<file path="src/rtl/twobitcompare_pkg.sv">
// Shared types and result encodings for the 2-bit magnitude comparator.
package twobitcompare_pkg;

  typedef logic [1:0] operand_t;

  typedef struct packed {
    logic gt;
    logic eq;
    logic lt;
  } result_t;

  localparam result_t RES_GT = 3'b100;
  localparam result_t RES_EQ = 3'b010;
  localparam result_t RES_LT = 3'b001;
  localparam result_t RES_NONE = 3'b000;

endpackage

</file>
<file path="src/rtl/cmp2_core.sv">
// Combinational 2-bit unsigned compare producing a one-hot {gt,eq,lt} result.
module cmp2_core
  import twobitcompare_pkg::*;
(
  input  logic [1:0] i_a,
  input  logic [1:0] i_b,
  output logic [2:0] o_res
);

  operand_t w_a;
  operand_t w_b;
  result_t  w_res;

  assign w_a = i_a;
  assign w_b = i_b;

  always_comb begin
    // NOTE: default first, so every path assigns w_res and no latch is inferred.
    w_res = RES_EQ;
    if (w_a > w_b) begin
      w_res = RES_GT;
    end else if (w_a < w_b) begin
      w_res = RES_LT;
    end
  end

  assign o_res = w_res;

endmodule

</file>
<file path="src/rtl/twobitcompare.sv">
// Registered 2-bit comparator with a one-cycle valid pipeline.
// Optional saturating result counters when TWOBITCOMPARE_STATS_EN is defined.
module twobitcompare
  import twobitcompare_pkg::*;
#(
  parameter int CNT_W = 8
) (
  input  logic clk,
  input  logic reset,
  input  logic A1,
  input  logic A2,
  input  logic B1,
  input  logic B2,
  input  logic in_valid,
  output logic F1,
  output logic F2,
  output logic F3,
  output logic out_valid
`ifdef TWOBITCOMPARE_STATS_EN
  ,
  output logic [CNT_W-1:0] gt_cnt,
  output logic [CNT_W-1:0] eq_cnt,
  output logic [CNT_W-1:0] lt_cnt
`endif
);

  result_t w_res;
  result_t r_res;
  logic    r_valid;

  cmp2_core u_core (
    .i_a   ({A1, A2}),
    .i_b   ({B1, B2}),
    .o_res (w_res)
  );

  // Flags hold their last value while in_valid is low; reset wins over a sample.
  always_ff @(posedge clk) begin
    if (reset) begin
      // NOTE: sequential state uses non-blocking assignments so all registers update together.
      r_res   <= RES_NONE;
      r_valid <= 1'b0;
    end else begin
      r_valid <= in_valid;
      if (in_valid) begin
        r_res <= w_res;
      end
    end
  end

  assign F1        = r_res.gt;
  assign F2        = r_res.eq;
  assign F3        = r_res.lt;
  assign out_valid = r_valid;

`ifdef TWOBITCOMPARE_STATS_EN
  localparam logic [CNT_W-1:0] CNT_MAX = '1;

  logic [CNT_W-1:0] r_gt_cnt;
  logic [CNT_W-1:0] r_eq_cnt;
  logic [CNT_W-1:0] r_lt_cnt;

  // Counters stick at all-ones instead of wrapping.
  always_ff @(posedge clk) begin
    if (reset) begin
      r_gt_cnt <= '0;
      r_eq_cnt <= '0;
      r_lt_cnt <= '0;
    end else if (in_valid) begin
      if (w_res.gt && (r_gt_cnt != CNT_MAX)) r_gt_cnt <= r_gt_cnt + CNT_W'(1);
      if (w_res.eq && (r_eq_cnt != CNT_MAX)) r_eq_cnt <= r_eq_cnt + CNT_W'(1);
      if (w_res.lt && (r_lt_cnt != CNT_MAX)) r_lt_cnt <= r_lt_cnt + CNT_W'(1);
    end
  end

  assign gt_cnt = r_gt_cnt;
  assign eq_cnt = r_eq_cnt;
  assign lt_cnt = r_lt_cnt;
`else
  logic [CNT_W-1:0] w_unused_cnt_w;
  assign w_unused_cnt_w = '0;
`endif

endmodule

</file>
<file path="config.mk">
export PLATFORM = sky130hd
export DESIGN_NAME = twobitcompare
export DESIGN_NICKNAME = d
export VERILOG_FILES = /design/src/rtl/twobitcompare_pkg.sv /design/src/rtl/cmp2_core.sv /design/src/rtl/twobitcompare.sv
export SDC_FILE = /design/constraint.sdc
export NUM_CORES = 1
export LEC_CHECK = 0
export BUFFER_PORTS_ARGS = -buffer_cell sky130_fd_sc_hd__buf_2
export CAP_MARGIN = 10
export CORE_AREA = 5 5 42 44
export CTS_BUF_LIST = sky130_fd_sc_hd__clkbuf_4
export DETAILED_ROUTE_END_ITERATION = 6
export DIE_AREA = 0 0 47 49
export PLACE_DENSITY_LB_ADDON = 0.12
export SLEW_MARGIN = 20
export SYNTH_ARGS = -nofsm -noshare
export SYNTH_HDL_FRONTEND = slang
export SYNTH_HIERARCHICAL = 1
export SYNTH_SLANG_ARGS = --single-unit
</file>
<file path="constraint.sdc">
create_clock -name clk -period 1.7 [get_ports clk]
set_input_delay 0.085 -clock clk [delete_from_list [all_inputs] [get_ports clk]]
set_output_delay 0.085 -clock clk [all_outputs]
set_load 0.02 [all_outputs]
</file>
* Yosys cells after proc, flatten, opt, wreduce, memory -nomap -nowiden
Index checks and enable logic that the tools add are counted.
** Word-level totals
- Output and inout port bits :: 4
- Word-level logic and storage cells :: 8
- Bits of input ports :: 7
- Flip-flop bits (word level) :: 4
** Cells by class
- Muxes and demuxes :: 2
- Magnitude comparators :: 2
** Operator list (count)
- 3-bit two-way mux :: 1
- 2-bit > comparator :: 1
- 2-bit < comparator :: 1
- 2-bit two-way mux :: 1

* Logic depth before layout (Yosys ltp)
Gate-level depths: netlist of the first run.
- Depth after elaboration :: 3
- Depth in mapped cells :: 6

* Cells and area by module
The synthesis of the first run kept the hierarchy.
** By module, submodules not included
- twobitcompare :: area an instance 127.6 um^2, cells each 11, sequential area each 80.1 um^2, instances 1
- cmp2_core :: area an instance 65.1 um^2, cells each 10, sequential area each 0.0 um^2, instances 1

* Least setup slack after synthesis of the first run
No wires, ideal clock.
- Path kind :: input to register
- Start :: in B1
- End :: reg r_res, in the netlist F3
- Data arrival time :: 0.739 ns
- Stages :: 6
- Slack :: 0.846 ns
- Data required time :: 1.586 ns
- Setup time :: 0.114 ns
- Cell sequence :: inv_1 > ha_1 > nand2b_1 > and2_1 > mux2i_1 > nor2_1
** RTL lines
- start, declared :: RTL line twobitcompare.sv:12 : input logic B1,
- end signal, assigned :: RTL line twobitcompare.sv:46 : r_res <= w_res;
- end, declared :: RTL line twobitcompare.sv:28 : result_t r_res;

* Worst setup path in the final report of the first run
- Start :: reg r_res, in the netlist F3
- End :: out F3
** RTL lines
- end, declared :: RTL line twobitcompare.sv:17 : output logic F3,
No word-level cell between the ends.

==> flow_metrics.py, run 1 <==
metrics = {
    "routing": {
        "wl_per_cell_um": 7.84,
        "firstDrtPassIters": 2,
        "route.vias.total": 172,
        "route.detailed.drc": 0,
        "wirelength_um": 392,
        "route.antenna.remaining_nets": 0,
        "post_drt_via_cell_ratio": 3.44,
        "first_iter_violations": 1,
    },
    "yosys": {
        "post-synth-top-area-cell": "sky130_fd_sc_hd__dfxtp_1",
        "synth_edf_count": 0,
        "yosys_register_bits": 4,
        "netlist_area_before_placement_um2": 193,
        "synthTopCellsByArea": "sky130_fd_sc_hd__dfxtp_1 42%, sky130_fd_sc_hd__mux2i_1 16%, sky130_fd_sc_hd__ha_1 13%",
        "synth.avg_cell_area_um2": 9.18,
        "synth_fp_nets": 30,
        "synth.most_common_cell": "sky130_fd_sc_hd__dfxtp_1",
        "synth_cells": 21,
        "postSynth.asyncResetShare": 0,
        "yosysWarnings": 6,
        "synth_top_flop_cell": "sky130_fd_sc_hd__dfxtp_1",
        "synth_cell_types": 11,
        "synth_top_area_frac": 0.416,
        "yosys-top-cells-count": "4 x sky130_fd_sc_hd__dfxtp_1, 3 x sky130_fd_sc_hd__inv_1, 3 x sky130_fd_sc_hd__mux2i_1, 3 x sky130_fd_sc_hd__nor2_1, 2 x sky130_fd_sc_hd__ha_1",
        "seq_area_frac_synth": 0.416,
    },
    "worst_setup_path": {
        "rr_startpoint": "F1",
        "critical_path_arrival_ns": 0.71,
        "crit_path_slowest_cell": "sky130_fd_sc_hd__dfxtp_1",
        "worst_setup_path_startpoint": "F3",
        "critical_path_class": "reg2out",
        "critPathCaptureType": "output pin",
        "timing.critical_path.from_type": "flop",
        "worst-r2r-cell-count": 2,
        "r2r_setup_slack_ns": 1.13,
        "path_delay_family": "flip-flops",
        "crit_path_max_fanout": 2,
        "timing.critical_path.slowest_cell_delay_ns": 0.32,
        "critical_path_buf_inv_count": 1,
        "cp_cell_sequence": "buf_2",
        "timing.rr.end": "F1",
        "required_ns": 1.62,
    },
    "timing": {
        "timing_worst_slew_pin_value_ns": 0.118,
        "max-slew-margin-rel": 0.919,
        "final_hold_viol_count": 0,
        "rsz0062_at_grt": "false",
        "fin_skew_ns": 0,
        "slew_viol_final": 0,
        "finalCritPeriodShare": 0.467,
        "max_clock_freq_ghz": 1.26,
        "totalNegativeSetupSlack_ns": 0,
        "final_period_demand_of_the_worst_path_ns": 0.794,
        "timing.final.setup_violations": 0,
        "postLayoutSetupSlackWorst_ns": 0.906,
        "worst_hold_slack_ns": 0.0585,
    },
    "clock_network": {
        "clock_sinks": 4,
        "htree_num_levels": 1,
        "ctsLongestPathBuffers": 2,
        "post-cts-setup-buffer-count": 0,
        "clk_transition_reported_paths_ns": 0.03,
        "tritoncts": "built",
        "cts_resized": 0,
        "clk_latency_ns": 0.23,
        "root_buffer": "sky130_fd_sc_hd__clkbuf_4",
        "post_cts_hold_buffer_count": 0,
        "tritoncts.num_buffers": 3,
    },
    "grt": {
        "globalRouteOverflowTotal": 0,
        "groute.usage.overall": 0.0444,
        "antenna_found_initial": 0,
        "grt_first_pass_wirelength_um": 683,
        "largest_net_degree_at_the_start_of_global_routing": 5,
        "via_count_of_the_first_global_routing_pass": 185,
    },
    "status": {
        "run_status": "complete, no violations",
    },
    "power_and_ir_drop": {
        "power.switching_w": 0.0000608,
        "pwr-share-seq": 0.393,
        "power.leakage_nw": 0.158,
        "powerDensity_nw_per_um2": 919,
        "p_comb_frac": 0.182,
        "p_clk_frac": 0.425,
        "vdd_ir_drop_max_mv": 0.277,
        "p_int_w": 0.000201,
        "sw_ratio": 0.232,
    },
    "placed_design": {
        "dpl_worst_slack_ns": 0.706,
        "detailed_place_hpwl_um": 344,
        "count_of_placed_standard_cells_including_taps": 47,
        "buffers_added_on_ports": 10,
        "place.gp.congestion": 0.656,
    },
    "die": {
        "horizontal_die_dimension_um": 47,
        "floorplan.die.height_um": 49,
        "die_footprint_um2": 2300,
        "site_row_count": 14,
        "ios": 11,
        "initial_utilization": 0.138,
        "core_area_um2": 1400,
    },
    "finish": {
        "design.final.nets": 45,
        "final_core_occ": 0.204,
        "final_layout_size_suffix_gt1_frac": 0.382,
        "syn_to_final_growth_pct": 48.1,
        "antenna-diode-count": 0,
        "layout.cells.non_filler": 50,
    },
    "run": {
        "maxCapViolCount": 0,
    },
    "min_path": {
        "hold_wc_startpoint": "reset",
        "worstHoldPathType": "in2reg",
        "hold_depth": 2,
        "hold_path_end": "out_valid",
    },
}
[area by class of cell]
class / instances / area, µm²
clock buffer: 3 / 22.5
fill: 165 / 1120
inverter: 3 / 11.3
multi-input combinational: 14 / 101
sequential: 4 / 80.1
tap: 16 / 20.0
timing repair buffer: 10 / 50.0
[how the worst max path moves through the flow]
stage | cells after the start | to
2_1_floorplan | 6 | F3
3_3_place_gp | 7 | F3
3_5_place_dp | 7 | F3
4_1_cts | 1 | F2
5_1_grt | 7 | F3
6_report | 1 | F3
[layer usage]
metal,wire [µm],share of wire,global-route usage
met1,163,0.42,0.0441
met4,0,0,0.0691
met5,0,0,0
met3,44,0.11,0.0111
met2,184,0.47,0.0566
[placed cells by master, fill, tap and decap left out]
cell type                  Yosys  final
sky130_fd_sc_hd__buf_2         0     10
sky130_fd_sc_hd__nor2b_1       1      1
sky130_fd_sc_hd__a21boi_1      1      1
sky130_fd_sc_hd__nand2b_1      1      1
sky130_fd_sc_hd__a21oi_1       1      1
sky130_fd_sc_hd__and2_1        1      1
sky130_fd_sc_hd__inv_1         3      3
sky130_fd_sc_hd__mux2i_1       3      3
sky130_fd_sc_hd__nor2_1        3      3
sky130_fd_sc_hd__ha_1          2      2
sky130_fd_sc_hd__clkbuf_4      0      3
sky130_fd_sc_hd__nand2_1       1      1
sky130_fd_sc_hd__dfxtp_1       4      4
[kinds of logic (layout without fill, tap and decap cells)]
logic type      count (synthesis)  after routing  synth area share
mux                             3              3             0.156
fa+ha+maj                       2              2             0.130
simple gates                    7              7             0.175
buf+inv                         3             16            0.0584
compound gates                  2              2            0.0649
flops                           4              4             0.416
[registers in the layout, indices dropped and copies added, names as in the netlist]
name	count
F1	1
F3	1
F2	1
out_valid	1
[power groups by stage]
stage                     logic [W]  clock network, W  registers (W)
final                     0.0000477          0.000111       0.000103
after global routing      0.0000553          0.000121       0.000103
after CTS                 0.0000490          0.000119       0.000103
after detailed placement  0.0000487                 0       0.000105
after global placement    0.0000485                 0       0.000104
after floorplan           0.0000217                 0       0.000112
[per-stage QoR]
stage | cell area (µm²) | total power, W
after global placement | 263 | 0.000153
final | 285 | 0.000262
after floorplan | 193 | 0.000134
after CTS | 285 | 0.000272
after global routing | 285 | 0.000280
after detailed placement | 263 | 0.000153
No activity file was read; power rests on OpenSTA's default activity.
==> inputs of run 2 (changes only) <==
clock period = 0.8 ns   (was 1.7 ns; I/O delays follow)
==> flow_metrics.py, run 2 (synthesis gave the netlist of run 1 again) <==
metrics = {
    "finish": {
        "multi_input_area_um2": 121,
        "antenna-diode-count": 0,
        "stdcell_area_um2": 305,
        "final_cell_mix": "10 x sky130_fd_sc_hd__buf_2, 4 x sky130_fd_sc_hd__dfxtp_1",
        "design.final.nets": 45,
        "filler_cell_count": 163,
        "syn_to_final_growth_pct": 58.4,
        "area.sequential_um2": 80.1,
        "final_layout_size_suffix_gt1_frac": 0.441,
        "final_core_occ": 0.218,
        "final_common_cell": "sky130_fd_sc_hd__buf_2",
    },
    "placed_design": {
        "place.gp.congestion": 0.615,
        "dpl_cell_area_um2": 263,
        "detailed_place_hpwl_um": 383,
        "dpl_worst_slack_ns": -0.161,
        "buffers_added_on_ports": 10,
    },
    "power_and_ir_drop": {
        "vdd_ir_drop_max_mv": 0.509,
        "power.leakage_nw": 0.161,
        "powerDensity_nw_per_um2": 1890,
        "post-layout-total-power_w": 0.000578,
    },
    "routing": {
        "route.detailed.drc": 0,
        "wl_per_cell_um": 8.86,
        "route.vias.total": 184,
        "post_drt_via_cell_ratio": 3.68,
        "first_iter_violations": 2,
        "firstDrtPassIters": 4,
        "route.antenna.remaining_nets": 0,
        "wirelength_um": 443,
    },
    "die": {
        "core_area_um2": 1400,
        "horizontal_die_dimension_um": 47,
        "site_row_count": 14,
        "floorplan.die.height_um": 49,
        "initial_utilization": 0.138,
        "ios": 11,
        "die_footprint_um2": 2300,
    },
    "run": {
        "maxCapViolCount": 0,
    },
    "clock_network": {
        "tritoncts.num_buffers": 3,
        "htree_num_levels": 1,
        "tritoncts": "built",
        "clk_latency_ns": 0.23,
        "post-cts-setup-buffer-count": 0,
        "root_buffer": "sky130_fd_sc_hd__clkbuf_4",
        "cts_resized": 0,
        "clock_sinks": 4,
        "post_cts_hold_buffer_count": 0,
        "ctsLongestPathBuffers": 2,
        "clk_transition_reported_paths_ns": 0.04,
    },
    "grt": {
        "via_count_of_the_first_global_routing_pass": 203,
        "grt_first_pass_wirelength_um": 765,
        "globalRouteOverflowTotal": 0,
        "groute.usage.overall": 0.0458,
        "largest_net_degree_at_the_start_of_global_routing": 5,
        "antenna_found_initial": 0,
    },
    "worst_setup_path": {
        "timing.critical_path.from_type": "flop",
        "path_delay_family": "flip-flops",
        "critical_path_buf_inv_count": 1,
        "critical_path_class": "reg2out",
        "required_ns": 0.76,
        "critPathCaptureType": "output pin",
        "critical_path_arrival_ns": 0.72,
        "crit_path_max_fanout": 2,
        "cp_cell_sequence": "buf_2",
        "timing.critical_path.slowest_cell_delay_ns": 0.32,
        "crit_path_slowest_cell": "sky130_fd_sc_hd__dfxtp_1",
    },
    "timing": {
        "max-slew-margin-rel": 0.905,
        "finalCritPeriodShare": 0.946,
        "postLayoutSetupSlackWorst_ns": 0.0435,
        "timing_worst_slew_pin_value_ns": 0.138,
        "slew_viol_final": 0,
        "timing.final.setup_violations": 0,
        "rsz0062_at_grt": "false",
        "totalNegativeSetupSlack_ns": 0,
        "final_hold_viol_count": 0,
        "fin_skew_ns": 0,
        "final_period_demand_of_the_worst_path_ns": 0.756,
        "max_clock_freq_ghz": 1.32,
    },
    "status": {
        "run_status": "complete, no violations",
    },
    "min_path": {
        "worstHoldPathType": "in2reg",
    },
}
run 2: cell counts in the layout (fill, tap and decap cells not counted):
Identical to the previous run, type by type.
run 2: through the flow:
stage               hold WS [ns]  std cells
floorplan                  0.112         21
global placement           0.254         47
detailed placement         0.258         47
CTS                       0.0128         50
global route              0.0272         50
finish                    0.0180         50
run 2: worst paths after layout:
path,end,depth (start not counted),slack (ns),startpoint
setup / recovery,F3,1,0.04,F3
setup reg to reg,F3,2,0.20,F3
hold reg to reg,F2,2,0.49,F2
hold / removal,F3,2,0.02,reset
run 2: area by class of cell:
cell class | count | share of cell area
Sequential cell | 4 | 0.262
Timing Repair Buffer | 10 | 0.164
Tap cell | 16 | 0.0656
Clock buffer | 3 | 0.0738
Inverter | 3 | 0.0369
Multi-Input combinational cell | 14 | 0.398
run 2: layer usage:
layer	wire length [µm]	up-vias	track usage
met1	173	84	0.0484
met4	0	0	0.0415
met5	0	-	0
li1	-	93	-
met3	53	0	0.0148
met2	216	7	0.0679
run 2: power by group:
| part | internal (W) | switching, W |
|---|---|---|
| Clock | 0.000167 | 0.0000720 |
| Sequential | 0.000214 | 0.00000529 |
| Combinational | 0.0000580 | 0.0000615 |
